**src/rtl/seq_pipe_pkg.sv**
```systemverilog
// Shared types for the elastic skid pipeline stage.
// The three-state control encoding is used by the top-level control FSM.
package seq_pipe_pkg;

    typedef enum logic [1:0] {
        EMPTY = 2'd0,
        ONE   = 2'd1,
        FULL  = 2'd2
    } state_t;

    localparam state_t STATE_RESET = EMPTY;

endpackage

```
**src/rtl/seq_reg_en.sv**
```systemverilog
// nbits-wide data register with write enable and synchronous clear to zero.
// Reset has priority over the write enable.
module seq_reg_en #(
    parameter int nbits = 8
) (
    input  logic             clk,
    input  logic             reset,
    input  logic             en,
    input  logic [nbits-1:0] d,
    output logic [nbits-1:0] q
);

    always_ff @(posedge clk) begin
        if (reset) begin
            q <= '0;
        end else if (en) begin
            q <= d;
        end
    end

endmodule

```
**src/rtl/seq_pipe_skid_1stage.sv**
```systemverilog
// Elastic one-stage pipeline register: data and backpressure are both registered,
// with a skid entry absorbing the one item that arrives while in_rdy lags a stall.
module seq_pipe_skid_1stage
    import seq_pipe_pkg::*;
#(
    parameter int nbits = 8
) (
    input  logic             clk,
    input  logic             reset,
    input  logic             in_val,
    output logic             in_rdy,
    input  logic [nbits-1:0] in_,
    output logic             out_val,
    input  logic             out_rdy,
    output logic [nbits-1:0] out
);

    state_t           state_reg;
    state_t           state_next;
    logic             out_val_reg;
    logic             in_rdy_reg;
    logic             in_fire;
    logic             out_fire;
    logic             main_en;
    logic             skid_en;
    logic [nbits-1:0] main_d;
    logic [nbits-1:0] skid_q;

    // Handshake flags come straight from flops; reset only masks them.
    assign in_rdy   = in_rdy_reg & ~reset;
    assign out_val  = out_val_reg & ~reset;
    assign in_fire  = in_val & in_rdy;
    assign out_fire = out_val & out_rdy;

    always_comb begin
        state_next = state_reg;
        main_en    = 1'b0;
        skid_en    = 1'b0;
        main_d     = in_;
        case (state_reg)
            EMPTY: begin
                if (in_fire) begin
                    main_en    = 1'b1;
                    state_next = ONE;
                end
            end
            ONE: begin
                if (in_fire && out_fire) begin
                    main_en = 1'b1;
                end else if (in_fire) begin
                    skid_en    = 1'b1;
                    state_next = FULL;
                end else if (out_fire) begin
                    state_next = EMPTY;
                end
            end
            FULL: begin
                // Upstream is blocked here, so only a drain can move state.
                if (out_fire) begin
                    main_en    = 1'b1;
                    main_d     = skid_q;
                    state_next = ONE;
                end
            end
            default: begin
                state_next = STATE_RESET;
            end
        endcase
    end

    always_ff @(posedge clk) begin
        if (reset) begin
            state_reg   <= STATE_RESET;
            out_val_reg <= 1'b0;
            in_rdy_reg  <= 1'b1;
        end else begin
            state_reg   <= state_next;
            out_val_reg <= (state_next != EMPTY);
            in_rdy_reg  <= (state_next != FULL);
        end
    end

    seq_reg_en #(.nbits(nbits)) u_main (
        .clk   (clk),
        .reset (reset),
        .en    (main_en),
        .d     (main_d),
        .q     (out)
    );

    seq_reg_en #(.nbits(nbits)) u_skid (
        .clk   (clk),
        .reset (reset),
        .en    (skid_en),
        .d     (in_),
        .q     (skid_q)
    );

    a_out_val_state: assert property (@(posedge clk) disable iff (reset)
        !out_val |-> (state_reg == EMPTY));
    a_in_rdy_state: assert property (@(posedge clk) disable iff (reset)
        !in_rdy |-> (state_reg == FULL));

endmodule

```
**config.mk**
```make
export PLATFORM = sky130hd
export DESIGN_NAME = seq_pipe_skid_1stage
export DESIGN_NICKNAME = d
export VERILOG_FILES = /design/src/rtl/seq_pipe_pkg.sv /design/src/rtl/seq_reg_en.sv /design/src/rtl/seq_pipe_skid_1stage.sv
export SDC_FILE = /design/constraint.sdc
export NUM_CORES = 1
export LEC_CHECK = 0
export ABC_CLOCK_PERIOD_IN_PS = 2000
export CORE_MARGIN = 5
export CORE_UTILIZATION = 45
export DETAILED_ROUTE_END_ITERATION = 8
export PLACE_DENSITY = 0.8
export SLEW_MARGIN = 10
export SYNTH_ARGS = -nofsm -noshare
export SYNTH_HDL_FRONTEND = slang
export SYNTH_HIERARCHICAL = 1
export SYNTH_SLANG_ARGS = --single-unit
```
**constraint.sdc**
```tcl
create_clock -name clk -period 2 [get_ports clk]
set_input_delay 0.6 -clock clk [delete_from_list [all_inputs] [get_ports clk]]
set_output_delay 0.6 -clock clk [all_outputs]
set_load 0.1 [all_outputs]
```
---- Word level (Yosys, flattened, before mapping) ----
Cells that the tools add are included.
word-level totals
  input port bits ......................... 12
  output and inout bits ................... 10
  bits in registers ....................... 20
  logic and storage cells ................. 30
cells by class
  muxes and demuxes ....................... 14
  reduce and logical (&&, ||, !) cells .... 3
  bitwise gates (word level) .............. 5
  eq/ne operators ......................... 3
operator list
  operator                                              number
  two-way mux 8 bit                                     2
  two-way mux 2 bit                                     5
  one-hot mux 2 bit (3 select lines)                    1
  two-way mux 1 bit                                     5
  bitwise AND 1 bit                                     4
  one-hot mux 1 bit (3 select lines)                    1
  equality test 2 x 1 -> 1 bit (second input constant)  1
  equality test 2 bit (second input constant)           1
  zero test 2 bit                                       1
  != test 2 bit (second input constant)                 1
  nonzero test 2 bit                                    1
  logical AND 1 bit                                     1
  NOT 1 bit                                             1

---- Logic depth before layout (Yosys ltp) ----
Gate-level depths: netlist of the first run.
  depth in word-level cells ............... 8
  mapped depth ............................ 6
  gate-level depth less buffers ........... 5

---- Cells and area by module ----
Netlist of the first run, hierarchy kept.
modules (own cells, without submodules)
  module                cells each  instances  seq. area each (sq um)  area an instance (sq um)
  seq_reg_en            26          2          160.2                   285.3
  seq_pipe_skid_1stage  36          1          80.1                    347.8

---- Least setup slack after synthesis of the first run ----
No wires, ideal clock.
  kind .................................... input to output
  start point ............................. input reset
  end point ............................... output in_rdy
  data required time ...................... 1400 ps
  buffers on the path ..................... 0
  stages on the path ...................... 1
  data arrival time ....................... 1116 ps
  setup slack ............................. 284 ps
  cells stage by stage .................... and2b_2
on the way
  word-level cells in the longest chain between the ends .. 2
RTL lines
  item               line                        text
  start, declared    seq_pipe_skid_1stage.sv:9   input logic reset,
  NOT 1 bit          seq_pipe_skid_1stage.sv:30  assign in_rdy = in_rdy_reg & ~reset;
  bitwise AND 1 bit  seq_pipe_skid_1stage.sv:30
  end, declared      seq_pipe_skid_1stage.sv:11  output logic in_rdy,
Every way passes these cells.

---- Worst setup path after layout of the first run ----
  start point ............................. input reset
  end point ............................... output out_val
on the way
  word-level cells in the longest chain between the ends .. 2
RTL lines
  item               line                        text
  NOT 1 bit          seq_pipe_skid_1stage.sv:31  assign out_val = out_val_reg & ~reset;
  bitwise AND 1 bit  seq_pipe_skid_1stage.sv:31
  end, declared      seq_pipe_skid_1stage.sv:13  output logic out_val,
Every way passes these cells.

==> qor.csv, run 1 <==
stage;metric;value;unit
outcome;outcome;complete, no violations;
drt;drt first pass iters;4;
hold_path;worst min path class;reg -> reg;
drt;total number of vias;713;
yosys;post-synth top area cell;dfxtp_1;
clocking;Clock Sinks;20;
sta;final setup vio count;0;
yosys;Yosys cell types;23;
floorplan;Initial Util;46.8;%
flow_run;Max Cap Viol;0;
sta;Hold Vio Cnt, Final;0;
yosys;syn avg cell area;10.4;um^2
power;Pwr Density;775;nW/um^2
global_routing;number of global-route vias before repair;785;
floorplan;row count;16;
drt;Met1 Wirelength;828;um
setup_path;crit path cell chain;dlygate4sd2_1, and2b_2, buf_12;
finish;commonest cells after routing, fill and taps aside;20 x dfxtp_1, 17 x nor2_1, 16 x mux2i_1, 11 x buf_12, 10 x clkdlybuf4s50_1;
clocking;H-tree depth;1;
power;Leakage;0.561;nW
global_routing;largest net degree at the start of global routing;13;
sta;achievable clock frequency;525;MHz
sta;RSZ-0062 raised after global routing;false;
clocking;Clock Path Buffers;2;
clocking;Num CTS Buffers;3;
global_routing;total track usage;16.3;%
drt;Max Used Layer;met4;
finish;fraction of layout cells with a size suffix above 1;23.9;%
sta;max-slew violation count;0;
power;worst vdd ir;561;uV
yosys;share of the synthesized area in the top cell type;43.6;%
drt;total routed wirelength;1960;um
place;post-placement cell count;140;
global_routing;GR Overflow Total;0;
clocking;clk slew on worst S/H paths;110;ps
finish;Area Growth Syn to Fin;47.7;%
finish;diodes inserted;0;
yosys;Synth area leaders;dfxtp_1 44%, mux2i_1 17%, mux2_1 9.8%;
finish;leading cell type in the layout, fill and taps excluded;dfxtp_1;
sta;slew margin rel.;83.9;%
setup_path;critical path arrival;1310;ps
drt;post-route antenna net violation count;0;
place;Post-Place Setup Slack;-314;ps
global_routing;first-pass GRT wire length;3460;um
setup_path;CP required;1400;ps
global_routing;initial antenna violation count;0;
drt;Met2 Wirelength;1040;um
drt;drt via density;4.95;
clocking;Root Buffer;clkbuf_4;
yosys;Synth Cell Area;918;um^2
sta;skew final;6.12;ps
floorplan;Die Footprint;3040;um^2
floorplan;Core ar.;1960;um^2
yosys;register area share after synthesis;43.6;%
place;Port Buffer Count;21;
floorplan;die height;55.2;um
drt;# DRC;0;
sta;setup slack after layout;94.2;ps
drt;starting DRC count in detailed routing;11;
drt;Routed WL per cell;13.6;um
setup_path;worst setup path class;in -> out;
floorplan;Die X;55.2;um
finish;nets@finish;130;
yosys;synthesized netlist cell count;88;
sta;Final period util;95.3;%
place;Post-DP HPWL;1510;um
clocking;worst skew pair latency;300;ps
finish;Non-Filler Instances;144;
setup_path;startpoint types;primary input;
setup_path;CP max stage cell;dlygate4sd2_1;
floorplan;IO Count;22;
setup_path;CP max FO;6;
yosys;Yosys reg bits;20;
sta;pin slew with the least headroom to its limit;242;ps
drt;met3 WL;38;um
clocking;CTS tree;built;
setup_path;crit end category;output port;
sta;minimum clock period after layout;1910;ps
place;Placer Congestion;0.853;
clocking;hold_buf cts;0;
yosys;Net Count, Synth;100;
yosys;Yosys warnings;6;
setup_path;critical path's largest stage delay;280;ps
-- critical path, delay by kind of cell --
kind                   cells  cell delay, ps
and+or+nand+nor            1             250
buffers and inverters      2             450
-- layer usage --
layer	GRT usage, %	up-vias
li1	-	362
met1	19.7	334
met2	27.0	12
met3	1.61	5
met4	10.9	0
met5	0	-
-- through the flow --
step | total power, mW | hold slack, ps | cell area [um^2] | setup TNS [ps] | utilization, %
2_1_floorplan | 0.617 | 456 | 918 | 0 | -
3_3_place_gp | 0.727 | 468 | 1310 | -2370 | 66.5
3_5_place_dp | 0.734 | 484 | 1310 | -3800 | 66.5
4_1_cts | 1.06 | 513 | 1360 | 0 | 69.1
5_1_grt | 1.09 | 558 | 1360 | 0 | 69.1
6_report | 1.05 | 509 | 1360 | 0 | 69.1
-- final timing paths --
kind / startpoint / endpoint / slack, ps / cells after the start
min reg2reg: u_skid/q[0] / u_skid/q[0] / 510 / 2
max: reset / out_val / 90 / 3
max reg2reg: state_reg[0] / u_main/q[1] / 510 / 5
min: u_skid/q[0] / u_skid/q[0] / 510 / 2
-- logic make-up after synthesis --
family	Yosys count	share of synthesized area (%)
AO/OA/AOI/OAI	8	5.72
flip-flops	20	43.6
buffers and inverters	7	4.50
multiplexers	24	27.2
AND/OR/NAND/NOR	29	18.9
-- cell usage after synthesis --
| cell type | n |
|---|---|
| a21oi_1 | 2 |
| a221oi_1 | 1 |
| and2b_2 | 2 |
| and3_1 | 1 |
| and3_2 | 1 |
| buf_1 | 2 |
| buf_6 | 2 |
| dfxtp_1 | 20 |
| inv_1 | 3 |
| mux2_1 | 8 |
| mux2i_1 | 16 |
| nand2_1 | 2 |
| nand2b_1 | 1 |
| nand2b_2 | 1 |
| nand3_1 | 1 |
| nand3b_4 | 1 |
| nand4bb_1 | 1 |
| nor2_1 | 17 |
| nor2_8 | 1 |
| o21ai_0 | 2 |
| o21ai_1 | 1 |
| o2bb2ai_1 | 1 |
| o311a_1 | 1 |
-- power by group --
| part | internal (mW) | switching [mW] |
|---|---|---|
| combinational | 0.124 | 0.158 |
| clock | 0.203 | 0.124 |
| sequential | 0.420 | 0.0222 |
| total | 0.746 | 0.305 |
-- repair_timing --
action	in CTS	in global routing
endpoints found under the setup margin	2	0
buffers inserted	0	0
gates resized for setup	1	0
-- layout make-up --
cell class | count | area, um^2
Sequential cell | 20 | 400
Clock inverter | 1 | 30.0
Fill cell | 151 | 606
Timing Repair Buffer | 29 | 382
Multi-Input combinational cell | 61 | 477
Tap cell | 27 | 33.8
Inverter | 3 | 11.3
Clock buffer | 3 | 22.5
Note: power is estimated with default switching activity, not from simulation.
==> run 2, diff against run 1 <==
==> constraint.sdc (replaced) <==
create_clock -name clk -period 2 [get_ports clk]
set_input_delay 0.4 -clock clk [delete_from_list [all_inputs] [get_ports clk]]
set_output_delay 0.4 -clock clk [all_outputs]
set_load 0.1 [all_outputs]
==> run 2 against run 1 <==
Effect of this change: sequential power decreased by 1%; wire length shrank 7.6%; critical endpoint unchanged; worst setup slack got worse by 27 ps; register-to-register slack improved by 30 ps; hold slack about the same; design area decreased by 8.5%; final cell count down 0.69%; via count fell by 0.14%; count of clock-buffer cells in the layout unchanged; core utilization is 5.9 points lower; highest routed layer unchanged.
==> qor.csv, run 2 (same netlist as run 1, synthesis figures left out) <==
stage;metric;value;unit;change
floorplan;Die Footprint;3040;um^2;unchanged
finish;commonest cells after routing, fill and taps aside;20 x dfxtp_1, 17 x nor2_1, 16 x mux2i_1, 14 x buf_4, 11 x clkdlybuf4s50_1;;
sta;pin slew with the least headroom to its limit;282;ps;+39.7 ps
clocking;Num CTS Buffers;3;;unchanged
sta;slew margin rel.;81.4;%;-2.5 points
setup_path;worst setup path class;in -> out;;
place;Placer Congestion;0.848;;-0.56%
clocking;hold_buf cts;0;;unchanged
finish;fraction of layout cells with a size suffix above 1;23.3;%;-0.66 points
drt;Routed WL per cell;12.7;um;-6.9%
setup_path;CP max FO;13;;+7
finish;nets@finish;129;;-0.77%
global_routing;number of global-route vias before repair;718;;-8.5%
clocking;clk slew on worst S/H paths;110;ps;about the same
power;Leakage;0.530;nW;-5.6%
power;Pwr Density;813;nW/um^2;+5.0%
global_routing;largest net degree at the start of global routing;14;;+1
hold_path;worst min path class;reg -> reg;;
sta;achievable clock frequency;517;MHz;-1.4%
place;Post-DP HPWL;1400;um;-7.3%
sta;minimum clock period after layout;1930;ps;+27.4 ps
setup_path;CP required;1600;ps;+200 ps
setup_path;critical path arrival;1530;ps;+220 ps
floorplan;row count;16;;unchanged
sta;skew final;6.69;ps;+0.565 ps
floorplan;IO Count;22;;unchanged
finish;diodes inserted;0;;unchanged
sta;setup TNS;0;ps;unchanged
sta;max-slew violation count;0;;unchanged
finish;Area Growth Syn to Fin;35.1;%;
sta;Hold Vio Cnt, Final;0;;unchanged
clocking;H-tree depth;1;;unchanged
outcome;outcome;complete, no violations;;
global_routing;GR Overflow Total;0;;unchanged
sta;final setup vio count;0;;unchanged
clocking;Clock Sinks;20;;unchanged
drt;# DRC;0;;unchanged
sta;RSZ-0062 raised after global routing;false;;
global_routing;first-pass GRT wire length;3040;um;-12%
setup_path;crit end category;output port;;
power;worst vdd ir;518;uV;-7.6%
drt;total number of vias;712;;-0.14%
finish;final core occ;63.3;%;-5.9 points
floorplan;Die X;55.2;um;unchanged
clocking;Clock Path Buffers;2;;unchanged
drt;drt first pass iters;4;;unchanged
drt;starting DRC count in detailed routing;10;;-1
drt;post-route antenna net violation count;0;;unchanged
place;Port Buffer Count;21;;unchanged
drt;total routed wirelength;1820;um;-7.6%
global_routing;initial antenna violation count;0;;unchanged
setup_path;startpoint types;primary input;;
clocking;worst skew pair latency;300;ps;about the same
flow_run;Max Cap Viol;0;;unchanged
floorplan;Initial Util;46.8;%;unchanged
power;Pwr Total;1.01;mW;-3.9%
finish;leading cell type in the layout, fill and taps excluded;dfxtp_1;;
floorplan;Core ar.;1960;um^2;unchanged
drt;drt via density;4.98;;+0.56%
sta;Final period util;96.7;%;+1.4 points
floorplan;die height;55.2;um;unchanged
clocking;CTS tree;built;;
clocking;Root Buffer;clkbuf_4;;
global_routing;total track usage;14.1;%;-2.1 points
[run 2: changes by cell type in the layout (fill, tap and decap cells not counted)]
| cell | before | now |
|---|---|---|
| buf_12 | 11 | 2 |
| buf_4 | 7 | 14 |
| buf_6 | 0 | 1 |
| clkdlybuf4s50_1 | 10 | 11 |
| dlygate4sd2_1 | 1 | 0 |
[run 2: metrics by stage]
step / hold WS, ps / setup slack, ps / instances / area (um^2)
after floorplan: 456 / 591 / 88 / 918
after global placement: 467 / 45.3 / 139 / 1180
after detailed placement: 485 / 3.64 / 139 / 1180
after CTS: 513 / 32.2 / 143 / 1240
after global routing: 535 / 14.1 / 143 / 1240
final: 509 / 66.8 / 143 / 1240
[run 2: path summary, 6_finish.rpt]
kind / start / endpoint / slack [ps] / cells after the start
worst min-delay path: u_skid/q[3] / u_skid/q[3] / 510 / 2
worst max-delay path: reset / out_val / 70 / 4
worst max register to register: state_reg[0] / u_main/q[1] / 540 / 5
worst min register to register: u_skid/q[3] / u_skid/q[3] / 510 / 2
[run 2: layer usage]
metal | track usage [%] | up-vias | share of wire, %
met1 | 15.9 | 335 | 43
met2 | 25.2 | 13 | 53
met4 | 8.50 | 0 | 2.1
li1 | - | 360 | -
met5 | 0 | - | 0
met3 | 1.61 | 4 | 2.4
[run 2: layout make-up]
| type | instances | area (um^2) |
|---|---|---|
| timing repair buffer | 28 | 267 |
| clock buffer | 3 | 22.5 |
| fill | 175 | 721 |
| multi-input combinational | 61 | 477 |
| sequential | 20 | 400 |
| inverter | 3 | 11.3 |
| clock inverter | 1 | 30.0 |
| tap | 27 | 33.8 |
[run 2: critical path: stages]
cell and delay, ps:
clkdlybuf4s50_1 540, buf_6 180, and2b_2 250, buf_12 170
[run 2: what timing repair did]
action | 4_1_cts | 5_1_grt
setup buffers | 0 | 0
resized for setup | 0 | 1
endpoints found under the setup margin | 0 | 1
[run 2: where the power goes]
part,internal [mW],total (mW),switching [mW]
Clock,0.203,0.324,0.121
Sequential,0.419,0.436,0.0164
Combinational,0.0938,0.250,0.156
==> run 3, diff against run 2 <==
- TNS_END_PERCENT: unset -> 1
==> results of run 3 <==
The final DEF is identical to that of run 2; final timing and power are the same.
==> RTL edit: new RTL, config.mk and constraints of run 2 <==
Encoding of `state_t`: now one-hot (3 bits for 3 states).
--- a/src/rtl/seq_pipe_pkg.sv
+++ b/src/rtl/seq_pipe_pkg.sv
@@ -4,6 +4,6 @@
 
-    typedef enum logic [1:0] {
-        EMPTY = 2'd0,
-        ONE   = 2'd1,
-        FULL  = 2'd2
+    typedef enum logic [2:0] {
+        EMPTY = 3'b001,
+        ONE   = 3'b010,
+        FULL  = 3'b100
     } state_t;
Function: no difference found for any inputs over 10 cycles, from zero or initial values and one cycle with reset high; not proved beyond that.
==> RTL edit against run 2 <==
- sequential cell count up 1
- area after synthesis is 6.0% higher
- worst setup slack got worse by 0.020 ns
- routed wire length is 10% higher
- sequential share of layout area is 1.4 points higher
- count of clock-buffer cells in the layout grew 1
- power down 19%
- final area up 0.71%
- critical path type unchanged
- critical endpoint is now in_rdy
- highest routed layer unchanged
==> RTL edit: results (changes against run 2) <==
status -> completed
number of antenna violations at the first check in global routing -> 0 (unchanged)
maximum fanout along the worst path -> 21 (+8)
wire length per cell -> 13.70 um (+7.9%)
router iterations before antenna repair -> 2 (-2)
maximum vdd ir drop -> 0.0005028 V (-2.9%)
via count of the first global-routing pass -> 849 (+18%)
Final HPWL DP -> 1460 um (+4.4%)
total number of H-tree levels -> 1 (unchanged)
clk_lat worst skew -> 0.30 ns (about the same)
largest stage delay on the critical path -> 0.52 ns (-0.02 ns)
list of most frequent post-synthesis cells -> dfxtp_1, nor2_1, mux2i_1
share of post-route cells with drive strength above 1 -> 27.73% (+4.5 points)
Tot GR Track Use -> 13.46% (-0.65 points)
setup slack after placement -> -0.07472 ns (-0.07836 ns)
number of warning messages in the yosys log -> 6 (unchanged)
routability cong. -> 0.7287 (-14%)
count of buffers added by post-CTS timing repair for setup -> 0 (unchanged)
clock slew seen by the registers of the worst setup and hold paths -> 0.11 ns (about the same)
post-route clock skew -> 0.007456 ns (+0.0007691 ns)
cell with the biggest individual delay on the critical path -> clkdlybuf4s50_1
number of nets in the final layout -> 132 (+2.3%)
pin count of the biggest net entering global routing -> 22 (+8)
total nets after synthesis -> 106 (+6.0%)
global-route wire length before repair -> 3498 um (+15%)
count of routing violations after the opening detailed-route iteration -> 5 (-5)
I/O Buffers -> 21 (unchanged)
min-delay worst type -> reg -> reg
cts bufs inserted -> 3 (unchanged)
total via count in the routed design -> 764 (+7.3%)
leakage component of the power -> 0.4796 nW (-9.5%)
number of antenna cells inserted -> 0 (unchanged)
Async SR Flop Fraction -> 0% (unchanged)
Distinct cells, synth -> 27 (+17%)
top-area cell type share of the netlist area -> 43.19% (-0.41 points)
main area contributors after synthesis -> dfxtp_1, mux2i_1, mux2_2
master cell of the clock root buffer -> clkbuf_4
critical path data arrival time -> 1.55 ns (+0.02 ns)
sequential fraction of the synthesis area -> 43.19% (-0.41 points)
clk buf depth -> 2 (unchanged)
worst max-slew margin expressed relative to the limit -> 73.93% (-7.4 points)
Post-synth EDFFs -> 0 (unchanged)
==> RTL edit: layout make-up <==
type	count	area, um2
multi-input combinational	66	506.7
timing repair buffer	27	259.0
fill	187	752.0
clock buffer	4	26.28
sequential	21	420.4
tap	27	33.78
inverter	1	3.754
==> RTL edit: metrics by stage <==
stage | cell area [um2] | std cells | TNS, ns | util (%)
6_report | 1250 | 146 | 0 | 62.44
5_1_grt | 1250 | 146 | 0 | 62.44
4_1_cts | 1250 | 146 | 0 | 62.44
3_5_place_dp | 1220 | 142 | -0.6600 | 60.94
3_3_place_gp | 1220 | 142 | -0.07102 | 60.94
2_1_floorplan | 973.4 | 94 | 0 | -
==> RTL edit: metal layers <==
layer  up-vias  GRT usage, %  share of wire, %
met5         -             0                 0
met4         0         6.780               1.4
met3         4         3.670               4.7
met2        18         24.42                51
met1       365         13.95                43
li1        377             -                 -
==> RTL edit: report_power, final <==
group,internal (mW),switching [mW]
Sequential,0.430,0.00915
Combinational,0.0680,0.111
Clock,0.0777,0.122
==> RTL edit: cell families after synthesis <==
group / share of synthesized area, %
compound gates: 6.428
simple gates: 18.38
mux: 25.71
flops: 43.19
buf+inv: 5.398
xor+xnor: 0.8999
==> RTL edit: repair_timing <==
action | CTS | global route
endpoints found under the setup margin | 1 | 0
endpoints found under the hold margin | 0 | 0
gates resized for setup | 1 | 0
==> RTL edit: critical path: cells and delay by family <==
family	cells	cell delay, ns
and+or+nand+nor	1	0.26
buffers and inverters	3	0.89
==> RTL edit: final timing paths <==
check | start | end | slack (ns) | cells past startpoint
min reg2reg | u_skid/q[5] | u_skid/q[5] | 0.50 | 2
min | u_skid/q[5] | u_skid/q[5] | 0.50 | 2
max | reset | in_rdy | 0.05 | 4
max reg2reg | state_reg[0] | u_main/q[6] | 0.43 | 6
